File: src/rtl/ram_fetch_unit.sv
// rtl/ram_fetch_unit.sv - sequential fetch from a sync-read RAM into a 2-entry valid/ready queue
// Optional stop-on-HALT_WORD behaviour is compiled in with FETCH_HALT_EN.
module ram_fetch_unit #(
   parameter int unsigned ADDR_W   = 6,
   parameter int unsigned DATA_W   = 16,
   parameter int unsigned RESET_PC = 0
`ifdef FETCH_HALT_EN
   ,
   parameter logic [DATA_W-1:0] HALT_WORD = 16'hFFFF
`endif
) (
   input  logic              clk,
   input  logic              rst_n,
   input  logic              enable,
   input  logic              redirect_valid,
   input  logic [ADDR_W-1:0] redirect_addr,
   output logic [ADDR_W-1:0] mem_addr,
   output logic              mem_we,
   output logic [DATA_W-1:0] mem_din,
   input  logic [DATA_W-1:0] mem_dout,
   output logic              instr_valid,
   input  logic              instr_ready,
   output logic [DATA_W-1:0] instr_data,
   output logic [ADDR_W-1:0] instr_pc,
   output logic              halted
);

   typedef enum logic [1:0] {
      S_IDLE = 2'd0,
      S_RUN  = 2'd1
`ifdef FETCH_HALT_EN
      ,
      S_HALT = 2'd2
`endif
   } state_t;

   state_t            r_state;
   state_t            w_state_nxt;
   logic [ADDR_W-1:0] r_fetch_pc;
   logic [ADDR_W-1:0] r_rsp_pc;
   logic              r_inflight;
   logic [1:0]        r_count;
   logic [DATA_W-1:0] r_q_data [2];
   logic [ADDR_W-1:0] r_q_pc   [2];

   logic w_pop;
   logic w_push;
   logic w_issue;
   logic w_credit_ok;
   logic w_halt_hit;
   logic w_wr_idx;

   assign w_pop  = (r_count != 2'd0) & instr_ready;
   assign w_push = r_inflight & ~redirect_valid;

`ifdef FETCH_HALT_EN
   assign w_halt_hit = w_push & (mem_dout == HALT_WORD);
`else
   assign w_halt_hit = 1'b0;
`endif

   // Occupancy is taken net of this cycle's pop so a held-high ready sustains one word per cycle.
   assign w_credit_ok = ({1'b0, r_count} + {2'b00, r_inflight}) < (3'd2 + {2'b00, w_pop});
   assign w_issue     = (r_state == S_RUN) & enable & ~redirect_valid & w_credit_ok & ~w_halt_hit;
   assign w_wr_idx    = (r_count == 2'd2) | ((r_count == 2'd1) & ~w_pop);

   always_ff @(posedge clk or negedge rst_n) begin
      if (!rst_n) begin
         r_state <= S_IDLE;
      end else begin
         r_state <= w_state_nxt;
      end
   end

   always_comb begin
      w_state_nxt = r_state;
      if (redirect_valid) begin
         w_state_nxt = enable ? S_RUN : S_IDLE;
      end else begin
         case (r_state)
            S_IDLE:  if (enable)  w_state_nxt = S_RUN;
            S_RUN:   if (!enable) w_state_nxt = S_IDLE;
            default: w_state_nxt = r_state;
         endcase
`ifdef FETCH_HALT_EN
         if (w_halt_hit) w_state_nxt = S_HALT;
`endif
      end
   end

   always_ff @(posedge clk or negedge rst_n) begin
      if (!rst_n) begin
         r_fetch_pc  <= RESET_PC[ADDR_W-1:0];
         r_rsp_pc    <= '0;
         r_inflight  <= 1'b0;
         r_count     <= 2'd0;
         r_q_data[0] <= '0;
         r_q_data[1] <= '0;
         r_q_pc[0]   <= '0;
         r_q_pc[1]   <= '0;
      end else if (redirect_valid) begin
         r_fetch_pc <= redirect_addr;
         r_inflight <= 1'b0;
         r_count    <= 2'd0;
      end else begin
         if (w_issue) begin
            r_fetch_pc <= r_fetch_pc + {{(ADDR_W-1){1'b0}}, 1'b1};
            r_rsp_pc   <= r_fetch_pc;
         end
         r_inflight <= w_issue;
         // Shift first; a push into slot 0 in the same cycle overrides the shifted value.
         if (w_pop) begin
            r_q_data[0] <= r_q_data[1];
            r_q_pc[0]   <= r_q_pc[1];
         end
         if (w_push) begin
            r_q_data[w_wr_idx] <= mem_dout;
            r_q_pc[w_wr_idx]   <= r_rsp_pc;
         end
         r_count <= r_count + {1'b0, w_push} - {1'b0, w_pop};
      end
   end

   assign mem_addr    = r_fetch_pc;
   assign mem_we      = 1'b0;
   assign mem_din     = '0;
   assign instr_valid = (r_count != 2'd0);
   assign instr_data  = r_q_data[0];
   assign instr_pc    = r_q_pc[0];

`ifdef FETCH_HALT_EN
   assign halted = (r_state == S_HALT);
`else
   assign halted = 1'b0;
`endif

endmodule
File: config.mk
export PLATFORM = sky130hd
export DESIGN_NAME = ram_fetch_unit
export DESIGN_NICKNAME = d
export VERILOG_FILES = /design/src/rtl/ram_fetch_unit.sv
export SDC_FILE = /design/constraint.sdc
export NUM_CORES = 1
export LEC_CHECK = 0
export CORE_ASPECT_RATIO = 1.4
export CORE_MARGIN = 2
export CORE_UTILIZATION = 42
export CTS_BUF_LIST = sky130_fd_sc_hd__clkbuf_8
export DETAILED_ROUTE_END_ITERATION = 6
export HOLD_SLACK_MARGIN = 0.05
export PLACE_DENSITY_LB_ADDON = 0.2
export SYNTH_ARGS = -nofsm -noshare
export SYNTH_HDL_FRONTEND = slang
export SYNTH_SLANG_ARGS = --single-unit
File: constraint.sdc
create_clock -name clk -period 2.2 [get_ports clk]
set_clock_uncertainty 0.1 [all_clocks]
set_input_delay 0.44 -clock clk [delete_from_list [all_inputs] [get_ports clk]]
set_output_delay 0.44 -clock clk [all_outputs]
set_load 0.02 [all_outputs]
==> flow_metrics.tcl, run 1 <==
set metrics [dict create \
    status "finished, final reports clean" \
    mostFrequentLayoutCell "mux2_2" \
    endpoint_kind "flop" \
    path_max_fanout 7 \
    clk_latency_ns 0.33 \
    p_leak_nw 1.67 \
    synth_top_family_by_area "multiplexers" \
    route.vias.total 1822 \
    powerDensity_nw_per_um2 1090 \
    finalSetupTns_ns 0 \
    synthSimpleGateAreaFrac 0.0623 \
    critical_path.startpoint "r_inflight$_DFF_PN0_" \
    share_clk_of_total_power 0.247 \
    wl_per_cell_um 13.8 \
    synth_edf_count 0 \
    antenna_found_initial 0 \
    ys_seq_elements 60 \
    grt_first_pass_wirelength_mm 9.01 \
    totalPowerFinal_mw 4.13 \
    place.gp.congestion 0.704 \
    post-synth-top-area-fraction 0.492 \
    ys.flop_type "dfrtp_1" \
    ir_drop_mv 0.461 \
    timing.rr.start "r_inflight$_DFF_PN0_" \
    vias_per_cell 4.73 \
    p_int_mw 2.88 \
    clk_pin_slew_worst_paths_ns 0.07 \
    fin_crit_ns 2.03 \
    syn_area_per_cell_um2 12.8 \
    synth_compound_area_frac 0.0369 \
    required_ns 2.31 \
    grt_usage 0.144 \
    yosysSeqAreaShare 0.492 \
    drtIter0Drc 47 \
    synthMuxAreaShare 0.264 \
    htreeDepth 3 \
    clock-sinks 60 \
    syn2layout_area_growth_pct 24.1 \
    die_area_um2 7980 \
    drcViolationCount 0 \
    yosys.area_share.adder 0.0164 \
    crit_path_frequent_cell "ha_1" \
    slowest_stage "dfrtp_1" \
    critical-path-max-stage-delay_ns 0.43 \
    diodes 0 \
    p_seq_frac 0.399 \
    cts_tree "done" \
    p_switching_mw 1.24 \
    synth_cell_types 38 \
    rows 36 \
    async_flop_share 1.00 \
    yosysTopAreaCell "dfrtp_1" \
    setup_viol_count_final 0 \
    drv_slew 0 \
    cts_setup_buffers 0 \
    max_freq_mhz 492 \
    grt.overflow.total 0 \
    die_x_um 76.1 \
    io_buffers 55 \
    combPwrFrac 0.355 \
    crit_chain "ha_1 -> ha_1 -> nand3b_1 -> nor3_2 -> buf_4 -> mux2_2" \
    maxCapViolations 0 \
    cts_root_buf "clkbuf_8" \
    hold_viol 0 \
    synth-xor-area-share 0.00574 \
    cts_inserted_buffers 9 \
    synth_cells 238 \
    syn_area_um2 3050 \
    totalWireLength_mm 5.31 \
    arrival_ns 2.14 \
    fin_nets 316 \
    fill_cells 659 \
    p_sw_frac 0.301 \
    drive_gt1_frac 0.366 \
    synth_area_leaders "dfrtp_1, mux2_2, buf_4, ha_1, mux2i_1" \
    critPathLaunchType "flop" \
    min_period_over_period 0.923 \
    critPathKind "reg2reg" \
    die_y_um 105 \
    ant_nets 0 \
    grt_max_degree 24 \
    core_area_um2 6980 \
    grt_pass1_vias 1875 \
    cts.path.max_buffers 2 \
    layout_common_cells "mux2_2, dfrtp_1, clkdlybuf4s50_1" \
    rsz0062_at_grt "no" \
    firstDrtPassIters 4 \
    synth_warnings 0 \
    dp_hpwl_mm 3.65 \
    ios 74 \
    holdCritPathClass "reg2reg" \
    initial_core_util 0.437 \
]
## logic make-up (layout without fill, tap and decap cells)
| logic type | count (synthesis) | after routing |
|---|---|---|
| mux | 72 | 72 |
| flops | 60 | 60 |
| buf+inv | 51 | 86 |
| simple gates | 31 | 31 |
| compound gates | 17 | 17 |
| fa+ha+maj | 4 | 4 |
| xor+xnor | 2 | 2 |
| other cells | 1 | 18 |
## Yosys cell counts (2+ instances only)
library cell	count
nand2_1	3
mux2_2	68
dfrtp_1	60
nor2_1	9
nor2b_1	2
o21ai_0	4
buf_6	2
a31oi_1	5
buf_4	43
o31ai_1	2
mux2i_1	4
ha_1	4
nand3_1	3
or4_1	3
buf_2	3
## final timing paths
check                      slack [ns]  cells after the start                       to
setup / recovery                 0.17                      6  r_rsp_pc[2]$_DFFE_PN0P_
min in group asynchronous        0.46                      2     r_count[1]$_DFF_PN0_
setup reg to reg                 0.17                      6  r_rsp_pc[2]$_DFFE_PN0P_
hold reg to reg                  0.40                      1                     flop
hold / removal                   0.40                      1                     flop
max in group asynchronous        1.00                      3                async pin
## per-stage QoR
step,cell area (um2),util,hold WS (ns),cells,worst slack [ns]
final,3790,0.542,0.403,385,0.169
after floorplan,3120,-,0.0444,255,0.228
after global routing,3790,0.542,0.414,385,0.0407
after CTS,3790,0.542,0.405,385,0.127
after global placement,3570,0.511,0.288,368,-0.0862
after detailed placement,3570,0.511,0.293,368,-0.127
## layer usage
metal | up-vias | global-route usage | wire [um]
met5 | - | 0 | 0
met4 | 0 | 0.0623 | 66
met3 | 5 | 0.0406 | 257
met2 | 48 | 0.247 | 2780
met1 | 891 | 0.166 | 2200
li1 | 878 | - | -
## power by group through the flow
stage	clock network, mW	logic [mW]	registers (mW)
3_3_place_gp	0	1.45	1.66
5_1_grt	1.11	1.57	1.70
4_1_cts	1.05	1.49	1.65
3_5_place_dp	0	1.48	1.67
2_1_floorplan	0	1.19	1.62
6_report	1.02	1.46	1.65
## area by class of cell
cell class                      instances  area [um2]  share of cell area
Multi-Input combinational cell        144        1250               0.331
Clock inverter                          5        60.1              0.0159
Clock buffer                           11         151              0.0400
Sequential cell                        60        1500               0.396
Timing Repair Buffer                   68         694               0.183
Inverter                                2        7.51             0.00198
Tap cell                               95         119              0.0314
## timing repair
action | in CTS | in global routing
endpoints found under the setup margin | 1 | 1
hold endpoints to repair | 13 | 0
hold buffers | 1 | 0
resized for setup | 1 | 1
## worst max-delay path: cells and delay by family (launching register included)
family	cells	cell delay, ns
flip-flops	1	0.43
AND/OR/NAND/NOR	2	0.46
buffers and inverters	1	0.18
multiplexers	1	0.34
adder cells (fa/ha/maj)	2	0.40
Power figures use the tool's default switching activity.
==> run 2: changes to the inputs <==
Settings changed: CTS_CLUSTER_SIZE set to 25.
==> results of run 2 <==
Same layout as run 1: the final DEF is identical, and so are final timing and power.
